==> src/rtl/ps2out.sv <==
// PS/2 host-to-device transmitter. It sends one command byte to the keyboard
// by driving the shared open-drain clock and data lines through output-enables.
//
// Optional build macro PS2_TX_RETRY_EN: when it is defined, a failed frame is
// retried once with the same byte. The error pulse is issued only if the retry
// also fails.
module ps2out #(
  parameter int INHIBIT_CYCLES = 2516,
  parameter int TIMEOUT_CYCLES = 503040,
  parameter int FILTER_LEN     = 4
) (
  input  logic       clk,
  input  logic       res,
  input  logic [7:0] data,
  input  logic       send,
  output logic       busy,
  output logic       done,
  output logic       error,
  input  logic       ps2clk_in,
  input  logic       ps2data_in,
  output logic       ps2clk_oe,
  output logic       ps2data_oe
);

  localparam int CNT_MAX = (TIMEOUT_CYCLES > INHIBIT_CYCLES) ? TIMEOUT_CYCLES : INHIBIT_CYCLES;
  localparam int CNT_W   = $clog2(CNT_MAX + 1);
  localparam int FLT_W   = $clog2(FILTER_LEN + 1);
  localparam logic [CNT_W-1:0] INH_LAST = CNT_W'(INHIBIT_CYCLES - 1);
  localparam logic [CNT_W-1:0] TMO_LAST = CNT_W'(TIMEOUT_CYCLES - 1);
  localparam logic [CNT_W-1:0] CNT_ONE  = CNT_W'(1);
  localparam logic [FLT_W-1:0] FLT_LAST = FLT_W'(FILTER_LEN - 1);
  localparam logic [FLT_W-1:0] FLT_ONE  = FLT_W'(1);

  typedef enum logic [2:0] {
    S_IDLE,
    S_INHIBIT,
    S_BITS,       // request-to-send (n == 0) and the data/parity/stop bits
    S_ACK,
    S_WAITIDLE
  } state_t;

  // Odd parity: the parity bit makes the total count of ones odd.
  function automatic logic odd_parity(input logic [7:0] b);
    return ~^b;
  endfunction

  state_t           state, state_nxt;
  logic [CNT_W-1:0] cnt, cnt_nxt;
  logic [3:0]       n, n_nxt;
  logic             tx_bit, tx_bit_nxt;
  logic [7:0]       byte_q, byte_nxt;
  logic             par_q, par_nxt;
`ifdef PS2_TX_RETRY_EN
  logic             retried, retried_nxt;
`endif

  logic             ps2clk_p0, ps2clk_p1;
  logic             ps2data_p0, ps2data_p1;
  logic             clk_filt, clk_filt_prev;
  logic [FLT_W-1:0] flt_cnt;
  logic             fall;
  logic             fail;
  logic             tmo;

  // Pin synchronizers and the ps2 clock glitch filter; lines idle high.
  always_ff @(posedge clk) begin
    if (res) begin
      ps2clk_p0     <= 1'b1;
      ps2clk_p1     <= 1'b1;
      ps2data_p0    <= 1'b1;
      ps2data_p1    <= 1'b1;
      clk_filt      <= 1'b1;
      clk_filt_prev <= 1'b1;
      flt_cnt       <= '0;
    end else begin
      ps2clk_p0     <= ps2clk_in;
      ps2clk_p1     <= ps2clk_p0;
      ps2data_p0    <= ps2data_in;
      ps2data_p1    <= ps2data_p0;
      clk_filt_prev <= clk_filt;
      if (ps2clk_p1 == clk_filt) begin
        flt_cnt <= '0;
      end else if (flt_cnt == FLT_LAST) begin
        clk_filt <= ps2clk_p1;
        flt_cnt  <= '0;
      end else begin
        flt_cnt <= flt_cnt + FLT_ONE;
      end
    end
  end

  assign fall = clk_filt_prev & ~clk_filt;
  assign tmo  = (cnt == TMO_LAST);
  assign busy = (state != S_IDLE);

  // Transmit FSM state and datapath registers.
  always_ff @(posedge clk) begin
    if (res) begin
      state   <= S_IDLE;
      cnt     <= '0;
      n       <= '0;
      tx_bit  <= 1'b0;
      byte_q  <= '0;
      par_q   <= 1'b0;
`ifdef PS2_TX_RETRY_EN
      retried <= 1'b0;
`endif
    end else begin
      state   <= state_nxt;
      cnt     <= cnt_nxt;
      n       <= n_nxt;
      tx_bit  <= tx_bit_nxt;
      byte_q  <= byte_nxt;
      par_q   <= par_nxt;
`ifdef PS2_TX_RETRY_EN
      retried <= retried_nxt;
`endif
    end
  end

  // Next-state, line drive and done/error pulses.
  always_comb begin
    state_nxt   = state;
    cnt_nxt     = cnt;
    n_nxt       = n;
    tx_bit_nxt  = tx_bit;
    byte_nxt    = byte_q;
    par_nxt     = par_q;
`ifdef PS2_TX_RETRY_EN
    retried_nxt = retried;
`endif
    fail        = 1'b0;
    done        = 1'b0;
    error       = 1'b0;
    ps2clk_oe   = 1'b0;
    ps2data_oe  = 1'b0;

    case (state)
      S_IDLE: begin
`ifdef PS2_TX_RETRY_EN
        retried_nxt = 1'b0;
`endif
        if (send) begin
          byte_nxt  = data;
          par_nxt   = odd_parity(data);
          cnt_nxt   = '0;
          state_nxt = S_INHIBIT;
        end
      end
      S_INHIBIT: begin
        ps2clk_oe = 1'b1;
        if (cnt == INH_LAST) begin
          // Start bit goes out while the clock is still held low.
          ps2data_oe = 1'b1;
          cnt_nxt    = '0;
          n_nxt      = '0;
          tx_bit_nxt = 1'b1;
          state_nxt  = S_BITS;
        end else begin
          cnt_nxt = cnt + CNT_ONE;
        end
      end
      S_BITS: begin
        ps2data_oe = tx_bit;
        cnt_nxt    = cnt + CNT_ONE;
        if (tmo) begin
          fail = 1'b1;
        end else if (fall) begin
          n_nxt = n + 4'd1;
          if (n < 4'd8) begin
            tx_bit_nxt = ~byte_q[n[2:0]];
          end else if (n == 4'd8) begin
            tx_bit_nxt = ~par_q;
          end else begin
            tx_bit_nxt = 1'b0;
            state_nxt  = S_ACK;
          end
        end
      end
      S_ACK: begin
        cnt_nxt = cnt + CNT_ONE;
        if (tmo) begin
          fail = 1'b1;
        end else if (fall) begin
          if (!ps2data_p1) state_nxt = S_WAITIDLE;
          else             fail      = 1'b1;
        end
      end
      S_WAITIDLE: begin
        cnt_nxt = cnt + CNT_ONE;
        if (tmo) begin
          fail = 1'b1;
        end else if (clk_filt && ps2data_p1) begin
          done      = 1'b1;
          state_nxt = S_IDLE;
        end
      end
      default: state_nxt = S_IDLE;
    endcase

    if (fail) begin
      state_nxt = S_IDLE;
`ifdef PS2_TX_RETRY_EN
      if (!retried) begin
        retried_nxt = 1'b1;
        cnt_nxt     = '0;
        state_nxt   = S_INHIBIT;
      end else begin
        error = 1'b1;
      end
`else
      error = 1'b1;
`endif
    end

    // A reset cycle never reports completion.
    if (res) begin
      done  = 1'b0;
      error = 1'b0;
    end
  end

endmodule

==> config.mk <==
export PLATFORM = sky130hd
export DESIGN_NAME = ps2out
export DESIGN_NICKNAME = d
export VERILOG_FILES = /design/src/rtl/ps2out.sv
export SDC_FILE = /design/constraint.sdc
export NUM_CORES = 1
export LEC_CHECK = 0
export BUFFER_PORTS_ARGS = -buffer_cell sky130_fd_sc_hd__buf_2
export CORE_UTILIZATION = 50
export CTS_CLUSTER_DIAMETER = 80
export DETAILED_ROUTE_END_ITERATION = 8
export PLACE_DENSITY = 0.73
export SYNTH_ARGS = -nofsm -noshare
export SYNTH_HDL_FRONTEND = slang
export SYNTH_SLANG_ARGS = --single-unit
==> constraint.sdc <==
create_clock -name clk -period 5.2 [get_ports clk]
set_clock_uncertainty 0.05 [all_clocks]
set_input_delay 0.52 -clock clk [delete_from_list [all_inputs] [get_ports clk]]
set_output_delay 0.52 -clock clk [all_outputs]
set_load 0.02 [all_outputs]
==> results of run 1 <==
[cells by family (layout without fill, tap and decap cells)]
group / Yosys count / count (layout) / share of synthesized area
and+or+nand+nor: 133 / 133 / 0.3024
adders and majority gates: 5 / 5 / 0.02764
buffers and inverters: 21 / 36 / 0.03704
xor gates and xnor gates: 27 / 27 / 0.1045
DFF: 45 / 45 / 0.3980
muxes: 2 / 2 / 0.01990
AOI/OAI and AO/OA: 36 / 36 / 0.1106
[area by class of cell]
| cell class | instances | area [µm²] | share of cell area |
|---|---|---|---|
| clock buffer | 5 | 68.82 | 0.02776 |
| multi-input combinational | 203 | 1279 | 0.5159 |
| timing repair buffer | 17 | 85.08 | 0.03433 |
| clock inverter | 2 | 35.03 | 0.01413 |
| tap | 52 | 65.06 | 0.02625 |
| inverter | 12 | 45.04 | 0.01817 |
| sequential | 45 | 900.9 | 0.3635 |
[metrics by stage]
stage / utilization / setup WS [ns] / cells / power [mW] / area, µm²
final: 0.5693 / 2.326 / 336 / 0.6607 / 2479
after global routing: 0.5693 / 2.157 / 336 / 0.6851 / 2479
after CTS: 0.5693 / 2.330 / 336 / 0.6670 / 2479
after detailed placement: 0.5454 / 2.675 / 329 / 0.4159 / 2375
after global placement: 0.5454 / 2.743 / 329 / 0.4151 / 2375
after floorplan: - / 2.811 / 269 / 0.4014 / 2263
[layout by cell type, fill, tap and decap left out, types with 2 or more instances in the layout]
master     n
o211ai_1   2
nand3_1    9
a211o_1    2
nor3_1     8
and3_1     4
xnor2_1   22
nor4b_1    2
nand4b_1   2
ha_1       5
inv_1     12
or3_1      2
and2_1     3
nand4_1    3
nor2b_1    6
o21a_1     2
or4_1      3
o21ai_0    3
a21oi_1   16
and4_1     2
nand2b_1   4
nor4_1     9
mux4_2     2
xor2_1     5
nor2_1    33
nand2_1   32
clkbuf_8   5
dfxtp_1   45
buf_2     17
or2_2      5
nor3b_1    3
[worst reg2reg max path, cell delays in order, from the launching register on]
cell and delay, ns:
dfxtp_1 0.38, ha_1 0.21, nor4bb_1 0.42, and4b_1 0.31, a21oi_1 0.12, nand2_1 0.52, nor2_1 0.12
[worst paths after layout]
check / end / slack, ns / cells past startpoint
setup / recovery: error / 2.33 / 6
hold reg to reg: ps2data_p1 / 0.36 / 1
hold / removal: ps2clk_p0 / 0.35 / 2
setup reg to reg: cnt[9] / 2.94 / 6
[registers in the layout, indices dropped and copies added, names as in the netlist]
name,flops
cnt,19
byte_q,8
n,4
flt_cnt,3
state,3
clk_filt,1
clk_filt_prev,1
par_q,1
ps2clk_p0,1
ps2clk_p1,1
ps2data_p0,1
ps2data_p1,1
tx_bit,1
[layer usage]
layer | vias up | GRT usage | part of all wire
li1 | 958 | - | -
met1 | 889 | 0.2625 | 0.48
met2 | 46 | 0.3172 | 0.45
met3 | 8 | 0.04215 | 0.042
met4 | 0 | 0.09297 | 0.022
met5 | - | 0 | 0
[power groups by stage]
stage | registers [mW] | clock network [mW] | logic, mW
6_report | 0.359 | 0.253 | 0.0491
5_1_grt | 0.360 | 0.270 | 0.0553
4_1_cts | 0.359 | 0.259 | 0.0492
3_5_place_dp | 0.367 | 0 | 0.0487
3_3_place_gp | 0.367 | 0 | 0.0484
2_1_floorplan | 0.364 | 0 | 0.0372
==> results.json, run 1 <==
{
  "synth-warning-count": 0,
  "slowest_stage": "or4_1",
  "power_frac_seq": 0.543,
  "synthDistinctLibCells": 44,
  "ys_seq_area_frac": 0.3980,
  "fp-row-count": 24,
  "insertedDiodeCount": 0,
  "max_freq_mhz": 347.9,
  "htreeDepth": 2,
  "postSynthRegisterBits": 45,
  "timing.critical_path.required_ns": 4.63,
  "groute.usage.overall": 0.2007,
  "route.vias.total": 1901,
  "cellInternalPower_mw": 0.5136,
  "total_leakage_power_nw": 0.8923,
  "tritoncts_sinks": 45,
  "slew_at_the_pin_closest_to_its_max_slew_limit_ns": 0.6438,
  "drive_gt1_frac": 0.1268,
  "final_antenna_net_count": 0,
  "critPathCaptureType": "primary output",
  "final_min_period_over_clock_period": 0.5527,
  "globalRoute.totalOverflow": 0,
  "netlist.area_leader.share": 0.3980,
  "clock_tree_from_tritoncts": "yes",
  "finalCriticalPeriod_ns": 2.874,
  "yosys.area.top_type": "dfxtp_1",
  "swShare": 0.2226,
  "critPathTopFamily": "simple AND/OR/NAND/NOR gates",
  "setup_violations": 0,
  "drt_wirelength_um": 4445,
  "share_comb_of_total_power": 0.074,
  "final.hold.worst_slack_ns": 0.3528,
  "num-nets-final": 302,
  "path_cells": "nand4_2 -> or4_1 -> o21ai_0 -> a21o_1 -> nor2b_1 -> buf_2",
  "synth.cell_area_um2": 2263,
  "hold_path.startpoint": "ps2clk_in",
  "start_util": 0.5198,
  "place_congestion": 0.9173,
  "synthesis.nets": 287,
  "outcome": "finished, final reports clean",
  "synth_top_cells_by_area": "dfxtp_1 40%, xnor2_1 8.5%, nor2_1 5.5%",
  "die_height_um": 69.28,
  "clk_pin_slew_ns": 0.08,
  "postSynth.topFlopCell": "dfxtp_1",
  "start_kind": "flip-flop",
  "rsz0062_at_grt": "false",
  "grt_max_degree": 25,
  "r2r_start": "cnt[0]",
  "grt_pass1_vias": 1759,
  "drt_first_pass_iters": 4,
  "report.final.slew_viol_count": 0,
  "worstHoldPathType": "primary input to flip-flop",
  "syn2layout_area_growth_pct": 9.508,
  "timing.critical_path.from": "cnt[5]",
  "timing.critical_path.fanout_max": 6,
  "grt_antenna_before_repair": 0,
  "detail_route.vias_per_cell": 5.658,
  "drtIter0Drc": 135,
  "cts-root-to-sink-buffers": 2,
  "post_synth_edffs": 0,
  "power.ir.vdd_worst_mv": 0.1544,
  "cts_resized": 0,
  "power_density_nw_per_um2": 266.5,
  "timing.max_cap.violations": 0,
  "syn-instance-count": 269,
  "wire_per_inst_um": 13.23,
  "mean_syn_cell_area_um2": 8.414,
  "cts_root_buf": "clkbuf_8",
  "clk_latency_worst_skew_pair_ns": 0.30,
  "critPathKind": "flip-flop to primary output",
  "cts-buffers-inserted": 5,
  "place_hpwl_um": 3150,
  "design.portCount": 18,
  "fin_tns_setup_ns": 0,
  "die-width_um": 69.28,
  "max_incr_delay_on_cp_ns": 0.69,
  "cp.arrival_ns": 2.30,
  "final-hold-violation-count": 0,
  "post_cts_hold_buffer_count": 0,
  "synthArstFlopShare": 0,
  "share_of_power_burned_in_the_clock_network": 0.382,
  "sw_pwr_mw": 0.1470,
  "most_frequently_used_cell_type_in_the_post_synthesis_netlist": "dfxtp_1",
  "critical_path_buf_inv_count": 1,
  "core-area_um2": 4354,
  "area_of_the_die_um2": 4800,
  "postCtsSetupRepairBufs": 0,
  "yosys-top-cells-count": "45 x dfxtp_1, 33 x nor2_1, 32 x nand2_1",
  "drc": 0,
  "grt_pass1_wl_um": 7845,
  "port_buffers": 17,
  "num-fill-cells": 423,
  "max_slew_margin": 0.5669
}
Power figures use the tool's default switching activity.
==> run 2: changes to the inputs <==
PLACE_DENSITY = 0.76   (was 0.73)
clock period = 2.4 ns   (was 5.2 ns; I/O delays follow)
==> results.json, run 2 (synthesis gave the netlist of run 1 again) <==
{
  "slew_at_the_pin_closest_to_its_max_slew_limit_ns": 0.6381,
  "postPlaceCellArea_um2": 2412,
  "drtIter0Drc": 189,
  "pre_cts_ws_ns": 0.2846,
  "final_cell_count_no_fill": 344,
  "start_util": 0.5198,
  "clk_pin_slew_ns": 0.08,
  "sw_pwr_mw": 0.3351,
  "place_hpwl_um": 3254,
  "wire_per_inst_um": 12.96,
  "port_buffers": 17,
  "total_leakage_power_nw": 0.9212,
  "power_frac_seq": 0.571,
  "critPathTopFamily": "simple AND/OR/NAND/NOR gates",
  "core-area_um2": 4354,
  "final_min_period_over_clock_period": 0.9753,
  "timing.critical_path.fanout_max": 7,
  "die-width_um": 69.28,
  "route.vias.total": 1883,
  "grt_pass1_vias": 1782,
  "most-common-layout-cells": "36 x dfxtp_1, 33 x nor2_1, 32 x nand2_1",
  "globalRoute.totalOverflow": 0,
  "max_freq_mhz": 427.2,
  "swShare": 0.2474,
  "cts_root_buf": "clkbuf_8",
  "most_common_library_cell_in_the_layout_ignoring_fill_and_taps": "dfxtp_1",
  "place_congestion": 0.8919,
  "post-route-util": 0.5871,
  "htreeDepth": 2,
  "share_comb_of_total_power": 0.083,
  "cellInternalPower_mw": 1.019,
  "report.final.slew_viol_count": 0,
  "cts-root-to-sink-buffers": 2,
  "cts-buffers-inserted": 5,
  "drc": 0,
  "share_of_power_burned_in_the_clock_network": 0.346,
  "setup_slack_ns": 0.05931,
  "timing.critical_path.required_ns": 2.11,
  "syn2layout_area_growth_pct": 12.94,
  "cp.arrival_ns": 2.05,
  "path_cells": "nand4_2 -> or4_4 -> nor3_2 -> a21o_1 -> nor2b_1 -> buf_2",
  "num-nets-final": 309,
  "clock_tree_from_tritoncts": "yes",
  "final-hold-violation-count": 0,
  "die_height_um": 69.28,
  "postLayoutCellArea_um2": 2556,
  "tritoncts_sinks": 45,
  "dp.cells": 334,
  "detail_route.vias_per_cell": 5.474,
  "clk_latency_worst_skew_pair_ns": 0.31,
  "power_density_nw_per_um2": 529.8,
  "final_antenna_net_count": 0,
  "start_kind": "flip-flop",
  "final.hold.worst_slack_ns": 0.06681,
  "drt_wirelength_um": 4459,
  "finalCriticalPeriod_ns": 2.341,
  "critPathCaptureType": "primary output",
  "max_incr_delay_on_cp_ns": 0.58,
  "reg_top3": "cnt (19), byte_q (8), n (4)",
  "critical_path_buf_inv_count": 1,
  "fp-row-count": 24,
  "max_slew_margin": 0.5707,
  "slowest_stage": "or4_4",
  "setup_violations": 0,
  "area_of_the_die_um2": 4800,
  "groute.usage.overall": 0.1985,
  "design.portCount": 18,
  "worstHoldPathType": "primary input to flip-flop",
  "grt_antenna_before_repair": 0,
  "drive_gt1_frac": 0.1952,
  "outcome": "finished, final reports clean",
  "timing.max_cap.violations": 0,
  "grt_pass1_wl_um": 7755,
  "critPathKind": "flip-flop to primary output",
  "insertedDiodeCount": 0,
  "power.ir.vdd_worst_mv": 0.3529,
  "largest_reg_flops": 19,
  "grt_max_degree": 25,
  "drt_first_pass_iters": 4,
  "registers.top_by_ff_count": "cnt"
}
## run 2: cell type report
| cell class | count | area, µm² |
|---|---|---|
| tap | 52 | 65.06 |
| clock inverter | 3 | 21.27 |
| inverter | 12 | 45.04 |
| sequential | 45 | 914.6 |
| clock buffer | 5 | 68.82 |
| multi-input combinational | 203 | 1304 |
| fill | 387 | 1798 |
| timing repair buffer | 24 | 137.6 |
## run 2: worst register-to-register path: stages (launching register included)
cell and delay, ns:
dfxtp_1 0.37, ha_1 0.20, nor4bb_4 0.32, nand2b_1 0.16
buf_4 0.17, buf_4 0.14, o21ai_4 0.22, nor3_1 0.10
a311oi_2 0.23
## run 2: through the flow
stage               setup TNS [ns]  total power [mW]
finish                           0             1.354
CTS                              0             1.373
global route              -0.02042             1.424
floorplan                        0            0.8698
detailed placement               0            0.9045
global placement                 0            0.9021
## run 2: final timing paths
check	start	end	slack, ns	cells after the start
worst max-delay path	cnt[4]	error	0.06	6
worst max register to register	cnt[1]	tx_bit	0.36	8
worst min-delay path	ps2clk_in	ps2clk_p0	0.07	2
worst min register to register	ps2data_p0	ps2data_p1	0.37	1
## run 2: what timing repair did
action,CTS,global route
gates resized for setup,3,13
setup buffers,0,2
hold buffers,0,0
setup endpoints to repair,2,3
## run 2: routing by layer
layer / part of all wire / wire length, µm / up-vias / GRT usage
met1: 0.48 / 2123 / 856 / 0.2629
met4: 0.017 / 78 / 0 / 0.08390
li1: - / - / 972 / -
met5: 0 / 0 / - / 0
met2: 0.46 / 2064 / 47 / 0.3107
met3: 0.043 / 192 / 8 / 0.04506
## run 2: power groups by stage
stage	Sequential, mW	Combinational [mW]	Clock [mW]
6_report	0.773	0.112	0.469
5_1_grt	0.776	0.125	0.523
4_1_cts	0.774	0.113	0.486
3_5_place_dp	0.792	0.113	0
3_3_place_gp	0.791	0.111	0
2_1_floorplan	0.789	0.0806	0
